`config.mk`:
```
export PLATFORM = sky130hd
export DESIGN_NAME = deflect_port_alloc
export DESIGN_NICKNAME = d
export VERILOG_FILES = /design/src/rtl/deflect_port_alloc_pkg.sv /design/src/rtl/deflect_port_alloc_age_rank4.sv /design/src/rtl/deflect_port_alloc.sv
export SDC_FILE = /design/constraint.sdc
export NUM_CORES = 2
export LEC_CHECK = 0
export CORE_MARGIN = 2
export CORE_UTILIZATION = 35
export CTS_CLUSTER_DIAMETER = 150
export CTS_CLUSTER_SIZE = 25
export DETAILED_ROUTE_END_ITERATION = 10
export DONT_BUFFER_PORTS = 1
export PLACE_DENSITY_LB_ADDON = 0.25
export RECOVER_POWER = 25
export SLEW_MARGIN = 20
export SYNTH_ARGS = -nofsm -noshare
export SYNTH_HDL_FRONTEND = slang
export SYNTH_SLANG_ARGS = --single-unit
```
`constraint.sdc`:
```
create_clock -name clk_i -period 9.63 [get_ports clk_i]
set_input_delay 1.4445 -clock clk_i [delete_from_list [all_inputs] [get_ports clk_i]]
set_output_delay 1.4445 -clock clk_i [all_outputs]
set_load 0.02 [all_outputs]
```
`src/rtl/deflect_port_alloc_pkg.sv`:
```
// Shared definitions for the deflection-router output port allocator.
// Contents:
//   NUM_PORT      - router ports including the local port (W, E, S, N, L)
//   NUM_NET       - network ports / network inputs
//   PORT_*        - bit positions inside a productive-port vector
//   AGE_W_DEFAULT - default flit age width
//   port_idx_t    - index of one network port/input
//   lowest_set    - one-hot of the least significant set bit of a 4-bit mask
package deflect_port_alloc_pkg;

    localparam int NUM_PORT      = 5;
    localparam int NUM_NET       = 4;
    localparam int PORT_W        = 0;
    localparam int PORT_E        = 1;
    localparam int PORT_S        = 2;
    localparam int PORT_N        = 3;
    localparam int PORT_L        = 4;
    localparam int AGE_W_DEFAULT = 8;

    typedef logic [1:0] port_idx_t;

    // v & -v isolates the lowest set bit; an all-zero mask gives all-zero.
    function automatic logic [3:0] lowest_set(input logic [3:0] v);
        return v & (~v + 4'd1);
    endfunction

endpackage

```
`src/rtl/deflect_port_alloc_age_rank4.sv`:
```
// Combinational 4-input age sorter.
// Ports:
//   valid_i    - valid per input
//   age_i      - packed ages, slice i belongs to input i
//   rr_ptr_i   - tie-break origin; equal ages rank by (i - rr_ptr) mod 4
//   rank_idx_o - packed list of input indices, slice r holds rank r
//   rank_vld_o - rank r holds a valid input
// Valid inputs always occupy ranks 0..n-1 contiguously, because the
// age/distance key forms a strict total order (distances are distinct).
module deflect_port_alloc_age_rank4
    import deflect_port_alloc_pkg::*;
#(
    parameter int AGE_W = AGE_W_DEFAULT
) (
    input  logic [3:0]         valid_i,
    input  logic [4*AGE_W-1:0] age_i,
    input  port_idx_t          rr_ptr_i,
    output logic [7:0]         rank_idx_o,
    output logic [3:0]         rank_vld_o
);

    logic [AGE_W-1:0] age_a  [NUM_NET];
    port_idx_t        dist_a [NUM_NET];
    logic [2:0]       rank_a [NUM_NET];

    for (genvar gi = 0; gi < NUM_NET; gi++) begin : g_split
        assign age_a[gi]  = age_i[gi*AGE_W +: AGE_W];
        assign dist_a[gi] = 2'(gi) - rr_ptr_i;
    end

    // Rank of input i = number of valid inputs that beat it.
    always_comb begin
        for (int i = 0; i < NUM_NET; i++) begin
            rank_a[i] = '0;
            for (int j = 0; j < NUM_NET; j++) begin
                if (j != i && valid_i[j] &&
                    ((age_a[j] > age_a[i]) ||
                     (age_a[j] == age_a[i] && dist_a[j] < dist_a[i]))) begin
                    rank_a[i] = rank_a[i] + 3'd1;
                end
            end
        end
    end

    always_comb begin
        rank_idx_o = '0;
        rank_vld_o = '0;
        for (int r = 0; r < NUM_NET; r++) begin
            for (int i = 0; i < NUM_NET; i++) begin
                if (valid_i[i] && rank_a[i] == 3'(r)) begin
                    rank_idx_o[2*r +: 2] = 2'(i);
                    rank_vld_o[r]        = 1'b1;
                end
            end
        end
    end

endmodule

```
`src/rtl/deflect_port_alloc.sv`:
```
// Output port allocator of the bufferless deflection router (switch
// allocation stage). Ranks network flits by age, ejects at most one,
// grants productive ports, deflects the rest and admits one local
// injection into any port left free. Results are registered (1 cycle).
// Ports:
//   clk_i, rst_ni        - clock, asynchronous active-low reset
//   in_valid_i/age/prod/data_i - four network inputs (0=W 1=E 2=S 3=N)
//   inj_valid_i/prod/data_i    - local injection request
//   inj_ready_o          - injection accepted this cycle (combinational)
//   out_valid/age/data_o - registered network outputs W/E/S/N
//   ej_valid_o/ej_data_o - registered ejection
//   defl_cnt_o           - saturating deflected-flit counter
module deflect_port_alloc
    import deflect_port_alloc_pkg::*;
#(
    parameter int DATA_W = 64,
    parameter int AGE_W  = AGE_W_DEFAULT,
    parameter int CNT_W  = 16
) (
    input  logic                      clk_i,
    input  logic                      rst_ni,
    input  logic [3:0]                in_valid_i,
    input  logic [4*AGE_W-1:0]        in_age_i,
    input  logic [4*NUM_PORT-1:0]     in_prod_i,
    input  logic [4*DATA_W-1:0]       in_data_i,
    input  logic                      inj_valid_i,
    input  logic [NUM_PORT-1:0]       inj_prod_i,
    input  logic [DATA_W-1:0]         inj_data_i,
    output logic                      inj_ready_o,
    output logic [3:0]                out_valid_o,
    output logic [4*AGE_W-1:0]        out_age_o,
    output logic [4*DATA_W-1:0]       out_data_o,
    output logic                      ej_valid_o,
    output logic [DATA_W-1:0]         ej_data_o,
    output logic [CNT_W-1:0]          defl_cnt_o
);

    logic [AGE_W-1:0]    age_a  [NUM_NET];
    logic [NUM_PORT-1:0] prod_a [NUM_NET];
    logic [DATA_W-1:0]   data_a [NUM_NET];

    logic [3:0]        out_valid_q, out_valid_d;
    logic [AGE_W-1:0]  out_age_q  [NUM_NET];
    logic [AGE_W-1:0]  out_age_d  [NUM_NET];
    logic [DATA_W-1:0] out_data_q [NUM_NET];
    logic [DATA_W-1:0] out_data_d [NUM_NET];
    logic              ej_valid_q, ej_valid_d;
    logic [DATA_W-1:0] ej_data_q, ej_data_d;
    logic [CNT_W-1:0]  defl_cnt_q, defl_cnt_d;
    port_idx_t         rr_ptr_q, rr_ptr_d;

    logic [7:0]        rank_idx_w;
    logic [3:0]        rank_vld_w;

    logic [3:0]        free_ports, grant, cand;
    logic              ej_taken;
    logic [2:0]        ndefl;
    port_idx_t         idx;
    logic [CNT_W:0]    cnt_sum;

    // An injected flit never ejects, so its local bit is not consulted.
    logic              inj_prod_l_unused;
    assign inj_prod_l_unused = inj_prod_i[PORT_L];

    for (genvar gi = 0; gi < NUM_NET; gi++) begin : g_ports
        assign age_a[gi]  = in_age_i[gi*AGE_W +: AGE_W];
        assign prod_a[gi] = in_prod_i[gi*NUM_PORT +: NUM_PORT];
        assign data_a[gi] = in_data_i[gi*DATA_W +: DATA_W];
        assign out_age_o[gi*AGE_W +: AGE_W]    = out_age_q[gi];
        assign out_data_o[gi*DATA_W +: DATA_W] = out_data_q[gi];
    end

    deflect_port_alloc_age_rank4 #(.AGE_W(AGE_W)) u_rank (
        .valid_i    (in_valid_i),
        .age_i      (in_age_i),
        .rr_ptr_i   (rr_ptr_q),
        .rank_idx_o (rank_idx_w),
        .rank_vld_o (rank_vld_w)
    );

    always_comb begin
        free_ports  = 4'hF;
        grant       = '0;
        cand        = '0;
        ej_taken    = 1'b0;
        ndefl       = '0;
        idx         = '0;
        out_valid_d = '0;
        ej_valid_d  = 1'b0;
        ej_data_d   = '0;
        inj_ready_o = 1'b0;
        for (int p = 0; p < NUM_NET; p++) begin
            out_age_d[p]  = '0;
            out_data_d[p] = '0;
        end

        // Walk flits oldest first; each takes ejection, a productive port,
        // or the lowest free port. Four flits on four ports never starve.
        for (int r = 0; r < NUM_NET; r++) begin
            idx   = rank_idx_w[2*r +: 2];
            grant = '0;
            if (rank_vld_w[r]) begin
                if (prod_a[idx][PORT_L] && !ej_taken) begin
                    ej_taken   = 1'b1;
                    ej_valid_d = 1'b1;
                    ej_data_d  = data_a[idx];
                end else begin
                    cand = free_ports & prod_a[idx][PORT_N:PORT_W];
                    if (cand != 4'd0) begin
                        grant = lowest_set(cand);
                    end else begin
                        grant = lowest_set(free_ports);
                        ndefl = ndefl + 3'd1;
                    end
                end
            end
            free_ports = free_ports & ~grant;
            for (int p = 0; p < NUM_NET; p++) begin
                if (grant[p]) begin
                    out_valid_d[p] = 1'b1;
                    out_age_d[p]   = (age_a[idx] == {AGE_W{1'b1}}) ? age_a[idx]
                                                                   : age_a[idx] + 1'b1;
                    out_data_d[p]  = data_a[idx];
                end
            end
        end

        // Injection uses whatever the network flits left over; it enters
        // with age 0 and therefore leaves with age 1.
        if (inj_valid_i && free_ports != 4'd0) begin
            inj_ready_o = 1'b1;
            cand = free_ports & inj_prod_i[PORT_N:PORT_W];
            if (cand != 4'd0) begin
                grant = lowest_set(cand);
            end else begin
                grant = lowest_set(free_ports);
                ndefl = ndefl + 3'd1;
            end
            for (int p = 0; p < NUM_NET; p++) begin
                if (grant[p]) begin
                    out_valid_d[p] = 1'b1;
                    out_age_d[p]   = AGE_W'(1);
                    out_data_d[p]  = inj_data_i;
                end
            end
        end
    end

    assign cnt_sum    = {1'b0, defl_cnt_q} + {{(CNT_W-2){1'b0}}, ndefl};
    assign defl_cnt_d = cnt_sum[CNT_W] ? {CNT_W{1'b1}} : cnt_sum[CNT_W-1:0];
    assign rr_ptr_d   = (ndefl != 3'd0) ? rr_ptr_q + 2'd1 : rr_ptr_q;

    always_ff @(posedge clk_i or negedge rst_ni) begin
        if (!rst_ni) begin
            out_valid_q <= '0;
            for (int p = 0; p < NUM_NET; p++) begin
                out_age_q[p]  <= '0;
                out_data_q[p] <= '0;
            end
            ej_valid_q <= 1'b0;
            ej_data_q  <= '0;
            defl_cnt_q <= '0;
            rr_ptr_q   <= '0;
        end else begin
            out_valid_q <= out_valid_d;
            for (int p = 0; p < NUM_NET; p++) begin
                out_age_q[p]  <= out_age_d[p];
                out_data_q[p] <= out_data_d[p];
            end
            ej_valid_q <= ej_valid_d;
            ej_data_q  <= ej_data_d;
            defl_cnt_q <= defl_cnt_d;
            rr_ptr_q   <= rr_ptr_d;
        end
    end

    assign out_valid_o = out_valid_q;
    assign ej_valid_o  = ej_valid_q;
    assign ej_data_o   = ej_data_q;
    assign defl_cnt_o  = defl_cnt_q;

endmodule
```
==> results.cfg <==
[logic_synthesis]
synthCells = 3779
synth_top_cell_area_share_pct = 30.8
netlist-cell-type-count = 92
synth_top_area_cell = dfrtp_1
mappedNetlistNets = 4235
ys.flop_type = dfrtp_1
yosysWarnings = 0
synth.cell_area_um2 = 30500
synth.area.top_cells = dfrtp_1 31%, o221ai_1 15%, nand2_1 8.6%, a221o_1 7.7%, clkbuf_1 3.5%
avgSynthCellArea_um2 = 8.07
seq_area_frac_synth_pct = 30.8
synth_edf_count = 0
synthArstFlopShare_pct = 100
ys_ff_latch = 375

[setup_path]
reg2reg_to = defl_cnt_o[2]
path_common_cell = buf_4
start_kind = input pin
crit_type = input pin to flop
cp.arrival_ns = 9.64
slowest_stage = or4b_4
crit_path_end_kind = flop
r2r-start = rr_ptr_q[1]
rrSetupSlack_ns = 1.58
reg2reg_depth = 38
critical_path.max_fanout = 13
cp-startpoint = in_age_i[9]
max_stage_delay_ns = 0.55
required_ns = 10.14

[drt]
wl_per_cell_um = 35.5
first_pass_iters = 11
viasPerCell = 7.40
drc = 3
wl_mm = 170
drt-initial-drc-count = 5859
vias = 35400
ant_nets = 0

[grt]
grt_first_pass_wirelength_mm = 239
grt_pass1_vias = 33000
grt_max_degree = 376
overflow = 0
antenna_found_initial = 2
grt_use_total_pct = 35.8

[sta]
fmax_mhz = 110
setup_viol = 0
relSlewSlack_pct = 21.0
fin_crit_sh_pct = 94.8
finalHoldViolCount = 0
worst_pin_slew_ns = 1.19
fin_crit_ns = 9.13
maxSlewViolCount = 0
clock_skew_ns = 0.0354
layout_setup_ws_ns = 0.505
rsz0062_at_grt = no

[finish]
multiInputGateArea_um2 = 19800
n_fill_cell = 8808
area_growth_pct = 8.22
register_area_um2 = 9380
drive_above_1_share_pct = 9.06
layout.nets = 4087
final_cells = 4789

[run]
maxCapViolations = 0

[floorplanning]
die_area_um2 = 89600
floorplan.initialDensity_pct = 35.2
core.rowCount = 108
ios = 758
die_h_um = 299
fp.dieW_um = 299
fp.coreArea_um2 = 86600

[placement]
place_ws_ns = -0.250
dpl.cell_count = 4758
portBuffers = 0
routabilityCongestion = 0.957
dp_hpwl_mm = 110

[min_path]
hold_path_class = input pin to async pin

[power]
power.density_nw_per_um2 = 252
p_leak_uw = 0.0136
ir_drop_v = 0.000172

[clock_network]
path_clk_slew_ns = 0.10
cts_hold_buf = 0
cts.path.max_buffers = 3
htree_levels = 1
cts_root_buffer = clkbuf_16
cts_tree = built
insertion_delay_ns = 0.62
cts_sinks = 375
cts_made_buffers = 19

[status]
violations = design-rule violations
status = finished, violations left
[worst max-delay path: cells and delay by family]
family                     cells  cell delay [ns]
AOI/OAI and AO/OA             18             3.36
and+or+nand+nor               13             2.39
adders and majority gates      4             1.23
buffers and inverters          8             1.01
xor gates and xnor gates       1             0.18
[layout make-up]
type                       count  area share (%)
timing repair buffer         196            4.72
clock buffer                  19            1.44
antenna                        3          0.0227
tap                         1155            4.38
multi-input combinational   2969            60.0
sequential                   375            28.4
inverter                      70           0.796
clock inverter                 2           0.182
[flip-flops by register name, indices dropped and copies added (netlist names)]
name,flops
rr_ptr_q,2
defl_cnt_o,16
out_valid_o,4
ej_data_o,64
ej_valid_o,1
out_data_o,256
out_age_o,32
[kinds of logic after synthesis]
| kind of cell | after synthesis | synth area share [%] |
|---|---|---|
| xor+xnor | 32 | 0.919 |
| mux | 121 | 4.06 |
| compound gates | 1378 | 35.9 |
| fa+ha+maj | 72 | 2.98 |
| simple gates | 1366 | 19.7 |
| buf+inv | 435 | 5.70 |
| flops | 375 | 30.8 |
[how the worst max path moves through the flow]
stage / endpoint / slack, ns / cells after the start
detailed placement: defl_cnt_o[2] / -0.25 / 46
floorplan: defl_cnt_o[1] / 0.11 / 45
CTS: defl_cnt_o[2] / 0.40 / 46
global route: defl_cnt_o[2] / 0.009 / 42
finish: defl_cnt_o[2] / 0.50 / 44
global placement: defl_cnt_o[2] / -0.15 / 46
[report_power, final]
part           switching, µW  total [µW]  internal [µW]
registers               1240        3420           2180
clock network            582         972            389
logic                   2560        3920           1360
[cell usage in the layout (no fill, tap or decap), types with 17 or more instances in the layout]
master       n
a311oi_1    18
a21oi_1     92
nand3_1     94
o22ai_1     70
nor2_1     235
o221ai_1   515
o211ai_1    17
mux2i_1    100
clkbuf_16   19
nand2_1    693
a21o_1      18
a221o_1    235
nor2b_1     26
nand2b_1    19
nand4_1     17
dfrtp_1    375
ha_1        69
a211oi_1    30
or3_1       18
a31oi_1     65
buf_4      189
nor3_1     149
mux2_2      17
o21ai_0    178
inv_1       70
[through the flow]
step	total power [µW]	area [µm²]	hold WS (ns)	setup TNS [ns]	util [%]
after detailed placement	7130	32300	0.688	-2.69	37.3
after global placement	7110	32300	0.688	-1.67	37.3
after floorplan	5630	30500	0.643	0	-
final	8310	33000	0.537	0	38.1
after global routing	8580	33000	0.523	0	38.1
after CTS	8100	32800	0.512	0	37.9
[routing by layer]
| layer | GRT usage (%) | up-vias | part of all wire (%) |
|---|---|---|---|
| li1 | - | 14500 | - |
| met2 | 54.0 | 3382 | 42 |
| met5 | 0 | - | 0.024 |
| met4 | 18.4 | 6 | 6.5 |
| met1 | 44.6 | 16700 | 36 |
| met3 | 13.3 | 833 | 16 |
[Yosys cell counts (19+ instances only)]
cell type and number:
nand3_1 98, nor3_1 152, a211oi_1 30, nor2_1 243, inv_1 70, nand2b_1 19, o22ai_1 70, o221ai_1 515
buf_2 23, clkbuf_1 288, a31oi_1 66, buf_1 43, a221o_1 235, mux2i_1 101, ha_1 71, o21ai_0 181
a21oi_1 96, nand2_1 702, nor2b_1 27, dfrtp_1 375
[what timing repair did]
action                                  CTS  global route
gates resized for setup                   0            28
endpoints found under the setup margin    0            17
setup buffers                             0             7
Note: power is estimated with default switching activity, not from simulation.
